File: config.mk
export PLATFORM = sky130hd
export DESIGN_NAME = axil_router_wr
export DESIGN_NICKNAME = d
export VERILOG_FILES = /design/src/rtl/axil_router_wr.sv
export SDC_FILE = /design/constraint.sdc
export NUM_CORES = 1
export LEC_CHECK = 0
export CORE_ASPECT_RATIO = 2
export CORE_MARGIN = 1.5
export CORE_UTILIZATION = 25
export DETAILED_ROUTE_END_ITERATION = 12
export PLACE_DENSITY = 0.63
export SLEW_MARGIN = 25
export SYNTH_ARGS = -nofsm -noshare
export SYNTH_HDL_FRONTEND = slang
export SYNTH_SLANG_ARGS = --single-unit
File: constraint.sdc
create_clock -name aclk -period 2.5 [get_ports aclk]
set_input_delay 0.625 -clock aclk [delete_from_list [all_inputs] [get_ports aclk]]
set_output_delay 0.625 -clock aclk [all_outputs]
set_load 0.1 [all_outputs]
File: src/rtl/axil_router_wr.sv
// axil_router_wr
//   Registered AXI-Lite write-channel router. Accepts one AW+W pair from the
//   master port and decodes the address against NUMBER_SLAVE windows. A mapped
//   write is forwarded to the selected slave, and that slave's B response is
//   returned. An unmapped write is answered locally with DECERR, and no slave
//   sees it. Only one transaction is outstanding at a time.
//
// Ports
//   aclk, aresetn          clock, async active-low reset
//   m_axil_aw*/w*/b*       master-side AW/W/B channels
//   s_axil_awaddr/wdata/
//   s_axil_wstrb           latched payload, shared by all slaves
//   s_axil_awvalid/wvalid/
//   s_axil_bready          per-slave handshake outputs (one-hot)
//   s_axil_awready/wready/
//   s_axil_bvalid/bresp    per-slave handshake inputs; slave i bresp at [2i+1:2i]
//   busy                   high whenever a transaction is in flight
//   decerr_cnt             saturating count of DECERR responses
module axil_router_wr #(
  parameter int unsigned NUMBER_SLAVE   = 4,
  parameter int unsigned AXI_ADDR_WIDTH = 32,
  parameter int unsigned AXI_DATA_WIDTH = 32,
  parameter logic [AXI_ADDR_WIDTH-1:0] AXI_ADDR_OFFSET [NUMBER_SLAVE] = '{default: '0},
  parameter logic [AXI_ADDR_WIDTH-1:0] AXI_ADDR_RANGE  [NUMBER_SLAVE] = '{default: AXI_ADDR_WIDTH'(1)},
  parameter int unsigned CNT_WIDTH      = 16
) (
  input  logic                          aclk,
  input  logic                          aresetn,
  input  logic [AXI_ADDR_WIDTH-1:0]     m_axil_awaddr,
  input  logic                          m_axil_awvalid,
  output logic                          m_axil_awready,
  input  logic [AXI_DATA_WIDTH-1:0]     m_axil_wdata,
  input  logic [AXI_DATA_WIDTH/8-1:0]   m_axil_wstrb,
  input  logic                          m_axil_wvalid,
  output logic                          m_axil_wready,
  output logic [1:0]                    m_axil_bresp,
  output logic                          m_axil_bvalid,
  input  logic                          m_axil_bready,
  output logic [AXI_ADDR_WIDTH-1:0]     s_axil_awaddr,
  output logic [NUMBER_SLAVE-1:0]       s_axil_awvalid,
  input  logic [NUMBER_SLAVE-1:0]       s_axil_awready,
  output logic [AXI_DATA_WIDTH-1:0]     s_axil_wdata,
  output logic [AXI_DATA_WIDTH/8-1:0]   s_axil_wstrb,
  output logic [NUMBER_SLAVE-1:0]       s_axil_wvalid,
  input  logic [NUMBER_SLAVE-1:0]       s_axil_wready,
  input  logic [2*NUMBER_SLAVE-1:0]     s_axil_bresp,
  input  logic [NUMBER_SLAVE-1:0]       s_axil_bvalid,
  output logic [NUMBER_SLAVE-1:0]       s_axil_bready,
  output logic                          busy,
  output logic [CNT_WIDTH-1:0]          decerr_cnt
);

  typedef enum logic [1:0] {IDLE, SLV_REQ, SLV_RESP, MST_RESP} state_t;

  state_t                        state, state_nxt;
  logic [AXI_ADDR_WIDTH-1:0]     addr_r;
  logic [AXI_DATA_WIDTH-1:0]     data_r;
  logic [AXI_DATA_WIDTH/8-1:0]   strb_r;
  logic [NUMBER_SLAVE-1:0]       sel_r;
  logic [NUMBER_SLAVE-1:0]       hit;
  logic [1:0]                    bresp_r, slv_bresp;
  logic                          aw_done, w_done, aw_done_nxt, w_done_nxt;
  logic                          accept, aw_hs, w_hs, found;

  // Window compare is done one bit wider than the address so that a window
  // ending at the top of the address space does not wrap back to zero.
  always_comb begin
    hit   = '0;
    found = 1'b0;
    for (int unsigned i = 0; i < NUMBER_SLAVE; i++) begin
      if (!found &&
          ({1'b0, m_axil_awaddr} >= {1'b0, AXI_ADDR_OFFSET[i]}) &&
          (({1'b0, m_axil_awaddr} - {1'b0, AXI_ADDR_OFFSET[i]}) < {1'b0, AXI_ADDR_RANGE[i]})) begin
        hit[i] = 1'b1;
        found  = 1'b1;
      end
    end
  end

  always_comb begin
    slv_bresp = 2'b00;
    for (int unsigned i = 0; i < NUMBER_SLAVE; i++) begin
      if (sel_r[i]) slv_bresp = s_axil_bresp[2*i +: 2];
    end
  end

  always_comb begin
    state_nxt      = state;
    aw_done_nxt    = aw_done;
    w_done_nxt     = w_done;
    accept         = 1'b0;
    aw_hs          = 1'b0;
    w_hs           = 1'b0;
    s_axil_awvalid = '0;
    s_axil_wvalid  = '0;
    s_axil_bready  = '0;
    m_axil_bvalid  = 1'b0;
    case (state)
      IDLE: begin
        // Gated by reset so the combinational readies stay low while held in reset.
        accept = aresetn && m_axil_awvalid && m_axil_wvalid;
        if (accept) state_nxt = (hit == '0) ? MST_RESP : SLV_REQ;
      end
      SLV_REQ: begin
        s_axil_awvalid = aw_done ? '0 : sel_r;
        s_axil_wvalid  = w_done  ? '0 : sel_r;
        aw_hs = |(s_axil_awvalid & s_axil_awready);
        w_hs  = |(s_axil_wvalid  & s_axil_wready);
        if ((aw_done || aw_hs) && (w_done || w_hs)) begin
          state_nxt   = SLV_RESP;
          aw_done_nxt = 1'b0;
          w_done_nxt  = 1'b0;
        end else begin
          aw_done_nxt = aw_done || aw_hs;
          w_done_nxt  = w_done  || w_hs;
        end
      end
      SLV_RESP: begin
        s_axil_bready = sel_r;
        if (|(sel_r & s_axil_bvalid)) state_nxt = MST_RESP;
      end
      MST_RESP: begin
        m_axil_bvalid = 1'b1;
        if (m_axil_bready) state_nxt = IDLE;
      end
      default: state_nxt = IDLE;
    endcase
  end

  always_ff @(posedge aclk or negedge aresetn) begin
    if (!aresetn) begin
      state      <= IDLE;
      addr_r     <= '0;
      data_r     <= '0;
      strb_r     <= '0;
      sel_r      <= '0;
      bresp_r    <= 2'b00;
      aw_done    <= 1'b0;
      w_done     <= 1'b0;
      decerr_cnt <= '0;
    end else begin
      state   <= state_nxt;
      aw_done <= aw_done_nxt;
      w_done  <= w_done_nxt;
      if (accept) begin
        addr_r <= m_axil_awaddr;
        data_r <= m_axil_wdata;
        strb_r <= m_axil_wstrb;
        sel_r  <= hit;
        if (hit == '0) begin
          bresp_r <= 2'b11;
          if (decerr_cnt != '1) decerr_cnt <= decerr_cnt + 1'b1;
        end
      end
      if (state == SLV_RESP && (|(sel_r & s_axil_bvalid))) bresp_r <= slv_bresp;
    end
  end

  assign m_axil_awready = accept;
  assign m_axil_wready  = accept;
  assign m_axil_bresp   = bresp_r;
  assign s_axil_awaddr  = addr_r;
  assign s_axil_wdata   = data_r;
  assign s_axil_wstrb   = strb_r;
  assign busy           = (state != IDLE);

endmodule

Word-level counts from Yosys, hierarchy flattened
Index checks and enable logic that the tools add are counted.
- flip-flop bits (word level): 94
- input bits: 93
- output and inout port bits: 102
- word-level logic and storage cells: 73
- $add $sub $neg: 1
- $lt $le $gt $ge: 1
- equal/unequal tests: 8
- muxes and demuxes: 28
- bitwise operators: 3
- reductions and logical operators: 23
- operators with widths (operator ; number):
    32-bit by 1-bit < comparator with 1-bit output, second input constant ; 1
    2-bit two-way mux ; 12
    4-bit two-way mux ; 5
    16-bit by 1-bit adder with 16-bit output, second input constant ; 1
    16-bit != test, second input constant ; 1
    4-bit AND ; 3
    4-bit OR reduction ; 3
    1-bit two-way mux ; 10
    2-bit != test, second input constant ; 4
    2-bit case mux with 4 select lines ; 1
    1-bit logical AND ; 7
    2-bit nonzero test ; 3
    2-bit equality test, second input constant ; 2
    4-bit zero test ; 1
    4-bit AND reduction ; 1
    1-bit zero test ; 3
    3-bit AND reduction ; 1
    2-bit by 1-bit equality test with 1-bit output, second input constant ; 1
    2-bit zero test ; 1
    1-bit logical OR ; 2
    2-bit AND reduction ; 1

Logic depth before layout (Yosys ltp)
Gate-level depths: netlist (run 1).
- depth after elaboration: 15
- gate-level depth with buffers: 8
- mapped depth without buffers: 7

Least setup slack after synthesis (run 1)
OpenSTA, ideal clock, no wires.
- path type: flip-flop to output port
- start point: register state[0]
- end point: output port m_axil_wready
- arrival: 2.519 ns
- required time: 1.875 ns
- path slack: -0.644 ns
- stages on the path, launching flop included: 7
- path buffers: 2
- cell sequence: dfrtp_1 -> inv_1 -> ha_1 -> nand4_2 -> inv_2 -> clkbuf_1 -> buf_4
- cells in the longest elaborated chain, start to end: 2
- RTL lines (element ; RTL line ; RTL):
    start: declaration ; 55 ; state_t state, state_nxt;
    start signal: assignment ; 142 ; state <= state_nxt;
    2-bit zero test ; 98 ; case (state)
    1-bit two-way mux ; 98 ;
    end: declaration ; 35 ; output logic m_axil_wready,
No other way between the ends.

Worst setup path after layout (run 1)
- start point: input port m_axil_awaddr[15]
- end point: register decerr_cnt[13]
- cells in the longest elaborated chain, start to end: 13
- elaborated cells on any way between the ends: 15
- classes of those cells: 1 x order compare; 6 x mux; 8 x reduce/logical
- RTL lines (element ; RTL line ; RTL):
    start: declaration ; 29 ; input logic [AXI_ADDR_WIDTH-1:0] m_axil_awaddr,
    32-bit by 1-bit < comparator with 1-bit output (*) ; 73 ; (({1'b0, m_axil_awaddr} - {1'b0, AXI_ADDR_OFFSET[i]}) < {1'b0, AXI_ADDR_RANGE[i]})) begin
    1-bit two-way mux ; 71 ; if (!found &&
    1-bit zero test ; 71 ;
    1-bit logical AND ; 72 ; ({1'b0, m_axil_awaddr} >= {1'b0, AXI_ADDR_OFFSET[i]}) &&
    1-bit two-way mux ; 71 ;
    1-bit zero test ; 71 ;
    1-bit logical AND ; 72 ;
    1-bit two-way mux ; 71 ;
    1-bit zero test ; 71 ;
    1-bit logical AND ; 72 ;
    1-bit two-way mux ; 71 ;
    4-bit zero test (*) ; 150 ; if (hit == '0) begin
    3-bit AND reduction (no line) (*) ; -- ;
    end signal: assignment ; 152 ; if (decerr_cnt != '1) decerr_cnt <= decerr_cnt + 1'b1;
    end: declaration ; 50 ; output logic [CNT_WIDTH-1:0] decerr_cnt
Every way passes the cells marked *; elsewhere a longest branch is shown, timed or not.
A chain may end at the register's enable or synchronous reset.

==> summary.txt, run 1 <==
Synth Flop Type -> dfrtp_1
synthesized instance count -> 433
reg2reg start -> state[0]$_DFFE_PN0P_
placed cell areas -> 5760 um^2
wire per inst -> 14.3 um
All-Layer GR Usage -> 15.2%
syn_area_per_cell -> 8.99 um^2
Setup Skew -> 7.77 ps
Port Buffers -> 170
Final Critical Period -> 2450 ps
Worst-Skew Late Latency -> 340 ps
crit path max fanout -> 7
ant diodes -> 0
Final Cell Area -> 6060 um^2
core area -> 15300 um^2
post-synthesis mux area share -> 0.289%
detailed-router iteration count before antenna repair -> 4
Post-route DRC -> 0
CTS tree -> built
Clock Tree Buf Depth -> 2
fin worst setup slack -> 54.8 ps
outcome -> finished clean
period utilisation layout -> 97.8%
total CTS buffers -> 9
Worst Reg-to-Reg Cells -> 8
Nets -> 717
Initial Util -> 25.4%
crit path capture -> decerr_cnt[13]$_DFFE_PN0P_
Max-slew headroom -> 59.0%
row count -> 64
Clock transition at path regs -> 70 ps
setup violators final -> 0
DR iter-0 viols -> 134
layout cells sized above 1 -> 21.8%
vias in the first global route -> 3702
Die ar. -> 16400 um^2
Mapped Area -> 3890 um^2
main combinational cell family by area after synthesis -> simple AND/OR/NAND/NOR gates
Simple-Gate Fraction of Synth Area -> 28.4%
first-pass GRT wire length -> 19.3 mm
Slew Viols, Final -> 0
Worst Hold Class -> in -> async
Detail Route Antenna Nets -> 0
Chip Width -> 91.2 um
Root Driver -> clkbuf_16
Startpoint Class -> primary input
Worst-Margin Slew -> 615 ps
initial antenna violation count -> 0
largest net degree at the start of global routing -> 49
Die Y -> 179 um
FMAX -> 0.409 GHz
RSZ-0062 raised after global routing -> no
post-synth cell types -> 37
R2R setup slack -> 530 ps
crit path DAT -> 2650 ps
gp weighted congestion -> 0.761
Final Hold Viols -> 0
post-synthesis adder-cell area fraction -> 1.61%
DP HPWL -> 9.13 mm
H-tree lvl count -> 3
Post-CTS Setup Bufs -> 0
Ys Warns -> 0
Via density -> 4.39
Clock Sinks -> 91
Layout area overhead -> 55.6%
WP data required -> 2710 ps
final WL -> 11.8 mm
vias after detailed routing -> 3604
register area share after synthesis -> 58.5%
max-cap violations -> 0
synthesized flop and latch total -> 91
CP Class -> in -> reg
XOR/XNOR Fraction of Synth Area -> 3.15%
most common cell after layout, fill and taps aside -> nand2_1
Crit. End Element -> register
FFs w/ async S/R, synth -> 100%
Critical path origin -> m_axil_awaddr[15]
RR Endpoint -> decerr_cnt[6]$_DFFE_PN0P_
number of flops mapped to enable cells by yosys -> 0
Synth Area in Compound Gates -> 3.09%
worst slack, placed -> -289 ps
grt ovf -> 0
IO Pins -> 195
most frequent cells in the layout -> nand2_1 (214), buf_4 (109), dfrtp_1 (91)
## through the flow
step / utilization [%] / std cells / setup TNS (ps) / hold WS, ps
CTS: 39.6 / 821 / 0 / 463
global placement: 37.6 / 806 / -3880 / 458
floorplan: - / 441 / -365 / 329
global route: 39.6 / 821 / 0 / 492
detailed placement: 37.6 / 806 / -4220 / 463
finish: 39.6 / 821 / 0 / 451
## synth_stat cells (all sizes together), types with 2 or more instances
cell type / n / area share [%]
a21oi: 5 / 0.64
a31oi: 2 / 0.32
buf: 12 / 2.3
clkbuf: 13 / 1.3
dfrtp: 91 / 59
ha: 5 / 1.6
inv: 13 / 1.3
nand2: 214 / 21
nand3: 8 / 1.0
nand4: 6 / 1.3
nor2: 10 / 0.96
nor3: 6 / 0.77
nor4: 15 / 2.6
o21ai: 2 / 0.35
o22ai: 3 / 0.48
xor2: 13 / 2.9
## state kept, by name, summed over array words and instances, names as in the netlist
signal         cells
aw_done            1
decerr_cnt        16
m_axil_bresp       2
s_axil_awaddr     32
s_axil_wdata      32
s_axil_wstrb       4
sel_r              1
state              2
w_done             1
## metal layers
metal | GRT usage, % | wire length (um) | up-vias
li1 | - | - | 1737
met1 | 15.5 | 4240 | 1723
met2 | 27.8 | 6490 | 120
met3 | 4.15 | 608 | 24
met4 | 7.63 | 434 | 0
met5 | 0 | 0 | -
## worst min path at each step
stage | startpoint | endpoint | slack [ps] | cells past startpoint
2_1_floorplan | aresetn | aw_done$_DFFE_PN0P_ | 330 | 0
4_1_cts | aresetn | state[1]$_DFFE_PN0P_ | 460 | 2
6_report | aresetn | state[0]$_DFFE_PN0P_ | 450 | 2
5_1_grt | aresetn | s_axil_awaddr[1]$_DFFE_PN0P_ | 490 | 2
3_5_place_dp | s_axil_wdata[6]$_DFFE_PN0P_ | s_axil_wdata[6]$_DFFE_PN0P_ | 460 | 2
3_3_place_gp | s_axil_wdata[28]$_DFFE_PN0P_ | s_axil_wdata[28]$_DFFE_PN0P_ | 460 | 2
## critical path: stages
cell	delay (ps)
clkdlybuf4s50_1	420
nor4_1	540
nand4_1	340
o21ai_2	310
buf_4	190
nor4_1	70
xor2_1	150
## layout make-up
class                           instances  area [um^2]
Inverter                               13         51.3
Fill cell                            1524         9240
Timing Repair Buffer                  192         1720
Clock buffer                           13          260
Clock inverter                          2         35.0
Multi-Input combinational cell        312         1470
Sequential cell                        91         2280
Tap cell                              198          248
## kinds of logic (layout without fill, tap and decap cells)
logic type	after synthesis	in the layout
simple gates	265	265
flops	91	91
buf+inv	38	220
compound gates	18	18
xor+xnor	14	14
fa+ha+maj	5	5
other cells	1	9
mux	1	1
## timing repair
item	in CTS	in global routing
setup endpoints to repair	0	2
hold buffers	0	0
gates resized for setup	0	2
Power of run 1 is left out: the tool's default activity adds up to more than one toggle a clock period on the data nets, which glitch-free logic cannot reach.
==> run 2: changes to the inputs <==
MAX_ROUTING_LAYER = met4   (was not set)
SLEW_MARGIN = 20   (was 25)
==> run 2 against run 1 <==
  * Largest cell class unchanged
  * Worst setup slack worse by 1.2 ps
  * First-iteration DRC count is 25% higher
  * Clock skew hardly changed
  * Routed wire length is 0.22% higher
  * Utilization stayed put
  * Critical path depth stayed put
  * Global-route usage is 0.50 points higher
  * Via count is 0.44% higher
==> summary.txt, run 2 (same netlist as run 1, synthesis figures left out) <==
outcome -> finished clean
worst hold margin -> 454 ps (+2.69 ps)
Fill cells -> 1524 (unchanged)
Critical path origin -> m_axil_awaddr[15]
H-tree lvl count -> 3 (unchanged)
CTS tree -> built
most frequent cells in the layout -> nand2_1 (214), buf_4 (109), dfrtp_1 (91)
Final Hold Viols -> 0 (unchanged)
core area -> 15300 um^2 (unchanged)
crit path max fanout -> 7 (unchanged)
Clock Tree Buf Depth -> 2 (unchanged)
IO Pins -> 195 (unchanged)
reg2reg start -> state[0]$_DFFE_PN0P_
Worst-Margin Slew -> 617 ps (+1.52 ps)
FMAX -> 0.409 GHz (about the same)
R2R setup slack -> 530 ps (about the same)
CP Buf/Inv Count -> 2 (unchanged)
Slew Viols, Final -> 0 (unchanged)
layout cells sized above 1 -> 21.8% (unchanged)
Port Buffers -> 170 (unchanged)
DR iter-0 viols -> 167 (+25%)
wire per inst -> 14.4 um (+0.22%)
total CTS buffers -> 9 (unchanged)
initial antenna violation count -> 0 (unchanged)
most used cell along the critical path -> nor4_1
vias after detailed routing -> 3620 (+0.44%)
Worst-Skew Late Latency -> 340 ps (about the same)
first-pass GRT wire length -> 19.3 mm (+0.14%)
Clock Sinks -> 91 (unchanged)
DP HPWL -> 9.13 mm (unchanged)
largest net degree at the start of global routing -> 49 (unchanged)
Initial Util -> 25.4% (unchanged)
ant diodes -> 0 (unchanged)
period utilisation layout -> 97.9% (about the same)
Final Critical Period -> 2450 ps (+1.22 ps)
max incr delay on CP -> 540 ps (about the same)
Detail Route Antenna Nets -> 0 (unchanged)
Setup Skew -> 7.28 ps (-0.486 ps)
Hold Buf Count CTS -> 0 (unchanged)
crit path DAT -> 2650 ps (about the same)
Via density -> 4.41 (+0.44%)
Max-slew headroom -> 58.9% (-0.10 points)
setup violators final -> 0 (unchanged)
Post-route DRC -> 0 (unchanged)
Slowest cell on crit path -> nor4_1
Top Family by Delay on Critical Path -> simple AND/OR/NAND/NOR gates
row count -> 64 (unchanged)
Die ar. -> 16400 um^2 (unchanged)
Root Driver -> clkbuf_16
final WL -> 11.8 mm (+0.22%)
Worst Hold Class -> in -> async
max-cap violations -> 0 (unchanged)
detailed-router iteration count before antenna repair -> 4 (unchanged)
gp weighted congestion -> 0.771 (+1.3%)
Crit. End Element -> register
Layout area overhead -> 55.6% (unchanged)
Startpoint Class -> primary input
grt ovf -> 0 (unchanged)
CP Cell Sequence -> clkdlybuf4s50_1 -> nor4_1 -> nand4_1 -> o21ai_2 -> buf_4 -> nor4_1 -> xor2_1
RSZ-0062 raised after global routing -> no
CP Class -> in -> reg
Die Y -> 179 um (unchanged)
WP data required -> 2710 ps (about the same)
Clock transition at path regs -> 60 ps (about the same)
Nets -> 717 (unchanged)
All-Layer GR Usage -> 15.7% (+0.50 points)
most common cell after layout, fill and taps aside -> nand2_1
vias in the first global route -> 3695 (-0.19%)
Chip Width -> 91.2 um (unchanged)
==> run 2: cell counts in the layout (fill, tap and decap cells not counted) <==
No cell type changed its count.
==> run 2: through the flow <==
stage               setup TNS, ps  utilization [%]  instances  cell area [um^2]  worst slack, ps
finish                          0             39.6        821              6060             53.5
detailed placement          -4220             37.6        806              5760             -289
global route                    0             39.6        821              6060             15.1
CTS                             0             39.6        821              6050            0.931
floorplan                    -365                -        441              3920             -140
global placement            -3880             37.6        806              5760             -250
==> run 2: final cells by class <==
| type | count | area (um^2) | share of cell area [%] |
|---|---|---|---|
| Clock inverter | 2 | 35.0 | 0.578 |
| Inverter | 13 | 51.3 | 0.847 |
| Clock buffer | 13 | 260 | 4.30 |
| Tap cell | 198 | 248 | 4.09 |
| Multi-Input combinational cell | 312 | 1470 | 24.2 |
| Timing Repair Buffer | 192 | 1720 | 28.4 |
| Sequential cell | 91 | 2280 | 37.6 |
==> run 2: routing by layer <==
metal  routed length (um)  global-route usage (%)  up-vias
met5                    0                       -        -
li1                     -                       -     1737
met4                  403                    7.63        0
met1                 4300                    16.1     1733
met3                  581                    3.64       23
met2                 6510                    27.6      127
==> run 2: worst reg2reg max path, delay by kind of cell (launching register included) <==
| kind | cells | cell delay [ps] |
|---|---|---|
| xor+xnor | 1 | 180 |
| compound gates | 1 | 90 |
| fa+ha+maj | 1 | 260 |
| simple gates | 2 | 520 |
| flops | 1 | 410 |
| buf+inv | 3 | 410 |
==> run 2: repair_timing <==
item / CTS / global route
buffers inserted: 0 / 0
gates resized for setup: 0 / 2
setup endpoints to repair: 0 / 2
==> run 2: path summary, 6_finish.rpt <==
check | cells after the start | end
worst max-delay path | 7 | decerr_cnt[13]$_DFFE_PN0P_
worst min-delay path | 2 | state[0]$_DFFE_PN0P_
worst max register to register | 8 | decerr_cnt[6]$_DFFE_PN0P_
worst min register to register | 2 | s_axil_wdata[11]$_DFFE_PN0P_
max in group asynchronous | 3 | s_axil_awaddr[21]$_DFFE_PN0P_
min in group aclk | 2 | s_axil_wdata[11]$_DFFE_PN0P_
Power of run 2 is left out for the same reason.
==> run 3: changes to the inputs <==
CTS_CLUSTER_SIZE = 24   (was not set)
PLACE_DENSITY = 0.54   (was 0.63)
==> run 3 against run 2 <==
  * Final cell count decreased by 0.61%
  * Routed wire length down 0.21%
  * Utilization fell by 0.18 points
  * Register-to-register slack improved by 50 ps
  * Worst setup slack improved by 51 ps
  * Sequential cell count is the same
  * First-iteration DRC count rose by 0.60%
  * Via count fell by 2.2%
  * Sequential share of layout area grew 0.17 points
  * Global-route usage is 0.63 points lower
  * Count of clock-buffer cells in the layout decreased by 2
  * Fmax grew 2.1%
==> summary.txt, run 3 (same netlist as run 1, synthesis figures left out) <==
worst hold margin -> 445 ps (-8.07 ps)
row count -> 64 (unchanged)
Critical path origin -> m_axil_wvalid
crit path capture -> m_axil_awready
largest net degree at the start of global routing -> 47 (-4.1%)
Hold Buf Count CTS -> 0 (unchanged)
WP data required -> 1880 ps (-830 ps)
CTS tree -> built
most frequent cells in the layout -> nand2_1 (214), buf_4 (102), dfrtp_1 (91)
RR Endpoint -> decerr_cnt[4]$_DFFE_PN0P_
vias in the first global route -> 3558 (-3.7%)
Worst Hold Class -> in -> async
max-cap violations -> 0 (unchanged)
RSZ-0062 raised after global routing -> no
Fill cells -> 1555 (+2.0%)
Setup Skew -> 11.0 ps (+3.70 ps)
Final Critical Period -> 2400 ps (-50.8 ps)
Post-route DRC -> 0 (unchanged)
most common cell after layout, fill and taps aside -> nand2_1
Layout area overhead -> 54.9%
DP HPWL -> 9.00 mm (-1.5%)
Root Driver -> clkbuf_16
H-tree lvl count -> 3 (unchanged)
vias after detailed routing -> 3542 (-2.2%)
Max-slew headroom -> 59.5% (+0.61 points)
Final Hold Viols -> 0 (unchanged)
Crit. End Element -> output pin
core area -> 15300 um^2 (unchanged)
first-pass GRT wire length -> 18.6 mm (-3.7%)
wire per inst -> 14.4 um (+0.40%)
Worst Reg-to-Reg Cells -> 8 (unchanged)
Die ar. -> 16400 um^2 (unchanged)
DR iter-0 viols -> 168 (+0.60%)
crit path max fanout -> 8 (+1)
Core Util, Final -> 39.4% (-0.18 points)
Port Buffers -> 170 (unchanged)
reg2reg start -> state[0]$_DFFE_PN0P_
total CTS buffers -> 9 (unchanged)
CP Buf/Inv Count -> 4 (+2)
CP Class -> in -> out
detailed-router iteration count before antenna repair -> 4 (unchanged)
Nets -> 711 (-0.84%)
CP Cell Sequence -> clkdlybuf4s50_1 -> nand4_4 -> inv_2 -> buf_12 -> buf_12
Clock Tree Buf Depth -> 2 (unchanged)
IO Pins -> 195 (unchanged)
Clock Sinks -> 91 (unchanged)
Via density -> 4.34 (-1.6%)
Worst-Skew Late Latency -> 340 ps (about the same)
# resized after CTS -> 0 (unchanged)
ant diodes -> 0 (unchanged)
fin worst setup slack -> 104 ps (+50.8 ps)
Die Y -> 179 um (unchanged)
Detail Route Antenna Nets -> 0 (unchanged)
All-Layer GR Usage -> 15.1% (-0.63 points)
setup violators final -> 0 (unchanged)
most used cell along the critical path -> buf_12
crit path DAT -> 1770 ps (-880 ps)
R2R setup slack -> 580 ps (+50 ps)
layout cells sized above 1 -> 21.8% (about the same)
gp weighted congestion -> 0.774 (+0.35%)
max incr delay on CP -> 530 ps (about the same)
CP Depth -> 5 (-2)
Slowest cell on crit path -> clkdlybuf4s50_1
setup_tns -> 0 ps (unchanged)
Top Family by Delay on Critical Path -> buffers and inverters
Startpoint Class -> primary input
grt ovf -> 0 (unchanged)
worst slack, placed -> -257 ps (+32.7 ps)
final WL -> 11.8 mm (-0.21%)
FMAX -> 0.417 GHz (+2.1%)
outcome -> finished clean
Post-CTS Setup Bufs -> 0 (unchanged)
period utilisation layout -> 95.8% (-2.0 points)
Worst-Margin Slew -> 608 ps (-9.22 ps)
Clock transition at path regs -> 60 ps (about the same)
Slew Viols, Final -> 0 (unchanged)
Chip Width -> 91.2 um (unchanged)
initial antenna violation count -> 0 (unchanged)
Initial Util -> 25.4% (unchanged)
==> run 3: changes by cell type in the layout (fill, tap and decap cells not counted), moves of 2 or more <==
cell	previous run	this run
buf_4	109	102
clkbuf_1	2	0
clkinv_4	0	2
clkinvlp_4	0	2
nor4_1	14	12
nor4_2	1	3
==> run 3: area by class of cell <==
| cell class | count | area (um^2) | share of cell area (%) |
|---|---|---|---|
| Sequential cell | 91 | 2280 | 37.8 |
| Timing Repair Buffer | 186 | 1690 | 28.0 |
| Multi-Input combinational cell | 312 | 1480 | 24.5 |
| Clock buffer | 11 | 253 | 4.19 |
| Tap cell | 198 | 248 | 4.11 |
| Inverter | 13 | 48.8 | 0.809 |
| Clock inverter | 5 | 37.5 | 0.622 |
==> run 3: metal layers <==
metal | routed length (um) | track usage (%) | share of wire, %
met1 | 4270 | 15.1 | 36
met3 | 388 | 2.58 | 3.3
met4 | 357 | 6.63 | 3.0
met5 | 0 | - | 0
met2 | 6750 | 27.9 | 57
==> run 3: how the worst min path moves through the flow <==
stage	start	end	slack (ps)	cells after the start
floorplan	aresetn	aw_done$_DFFE_PN0P_	330	0
global placement	s_axil_wdata[30]$_DFFE_PN0P_	s_axil_wdata[30]$_DFFE_PN0P_	460	2
detailed placement	s_axil_wdata[13]$_DFFE_PN0P_	s_axil_wdata[13]$_DFFE_PN0P_	460	2
CTS	s_axil_wdata[20]$_DFFE_PN0P_	s_axil_wdata[20]$_DFFE_PN0P_	480	2
global route	s_axil_wdata[31]$_DFFE_PN0P_	s_axil_wdata[31]$_DFFE_PN0P_	500	2
finish	aresetn	s_axil_wdata[6]$_DFFE_PN0P_	450	2
==> run 3: metrics by stage <==
stage | cells | instance area (um^2)
floorplan | 441 | 3920
global placement | 800 | 5730
detailed placement | 800 | 5730
CTS | 816 | 6020
global route | 816 | 6030
finish | 816 | 6030
Power of run 3 is left out for the same reason.
==> RTL change: new RTL, config.mk and constraints of run 3 <==
Re-encode `state_t` (4 states) as one-hot, 4 bits wide.
--- a/src/rtl/axil_router_wr.sv
+++ b/src/rtl/axil_router_wr.sv
@@ -52,3 +52,3 @@
 
-  typedef enum logic [1:0] {IDLE, SLV_REQ, SLV_RESP, MST_RESP} state_t;
+  typedef enum logic [3:0] {IDLE = 4'b0001, SLV_REQ = 4'b0010, SLV_RESP = 4'b0100, MST_RESP = 4'b1000} state_t;
 
Behaviour: same outputs for any inputs over 4 cycles, from zero or initial values and one cycle with aresetn low; so few cycles prove little.
==> RTL change against run 3 <==
  * Routed wire length fell by 9.6%
  * Count of clock-buffer cells in the layout did not move
  * Global-route usage fell by 1.1 points
  * Final area rose by 1.1%
  * Worst setup slack got worse by 21 ps
  * Utilization rose by 0.23 points
  * Cell count fell by 16%
  * Area after synthesis rose by 1.0%
  * Via count fell by 16%
  * Sequential cell count rose by 2
  * Clock skew fell by 5.3 ps
  * Worst hold slack got worse by 63 ps
  * Die area rose by 0.97%
  * Largest cell class unchanged
  * Highest routed layer unchanged
Power is not shown: default switching activity piles up to over one toggle a cycle in this logic, so the estimate is an artifact.
==> RTL change: results (changes against run 3) <==
stage	metric	value	unit	change
cells_and_area	FF+latch count	93		+2.2%
cells_and_area	Clock Network Area Fraction	0.0464		-0.00175
place	Placer Congestion	0.787		+1.6%
cells_and_area	count of non-CTS buffers in the layout	190		+2.2%
drt	final WL	10.6	mm	-9.6%
die	CORE AREA	15400	um^2	+0.52%
outcome	status	completed		
global_route	first-pass GRT wire length	17.1	mm	-8.2%
worst_setup_path	r2r setup slk	320	ps	-260 ps
cells_and_area	Non-clock buffer share	0.280		+0.000447
logic_synthesis	top post-synthesis cells by count	dfrtp_1 (92), mux2_2 (69), nand2_1 (15)		
global_route	met1 GRT Util	0.120		-0.0309
place	placed insts	665		-17%
cells_and_area	FILL cells	1486		-4.4%
drt	met3 wire length	505	um	+30%
place	DPL Wire Length	8.44	mm	-6.2%
global_route	number of global-route vias before repair	3297		-7.3%
cells_and_area	NumNets Final	575		-19%
global_route	GR Util met2	0.278		-0.00179
logic_synthesis	syn_area_per_cell	13.5	um^2	+50%
drt	met2 WL	6.41	mm	-5.1%
worst_setup_path	reg2reg start	state[2]		
cells_and_area	FF+latch area	2330	um^2	+2.4%
worst_setup_path	Max stage delay on crit path	450	ps	-80 ps
global_route	total track usage	0.140		-0.0106
drt	initial drt markers	39		-77%
-- RTL change: cells by family after synthesis --
family	count (synthesis)	synth area share
xor+xnor	16	0.0356
fa+ha+maj	1	0.00318
buf+inv	21	0.0325
other cells	1	0.000954
mux	70	0.201
flops	93	0.592
simple gates	70	0.107
compound gates	19	0.0277
-- RTL change: critical path: cells and delay by family --
family | cells | cell delay [ps]
simple gates | 2 | 340
buf+inv | 3 | 820
-- RTL change: how the worst min path moves through the flow --
stage                     startpoint                to  slack [ps]  cells after the start
finish                       aresetn   m_axil_bresp[0]         380                      2
global route                 aresetn  s_axil_wdata[31]         440                      2
CTS                          aresetn  s_axil_awaddr[6]         400                      2
detailed placement     decerr_cnt[8]     decerr_cnt[8]         490                      1
global placement    s_axil_wdata[11]  s_axil_wdata[11]         490                      1
floorplan                    aresetn           aw_done         330                      0
-- RTL change: what timing repair did --
action                     CTS  global route
buffers inserted             2             1
setup endpoints to repair    4             4
pin swaps                    0             1
resized for setup            2             1
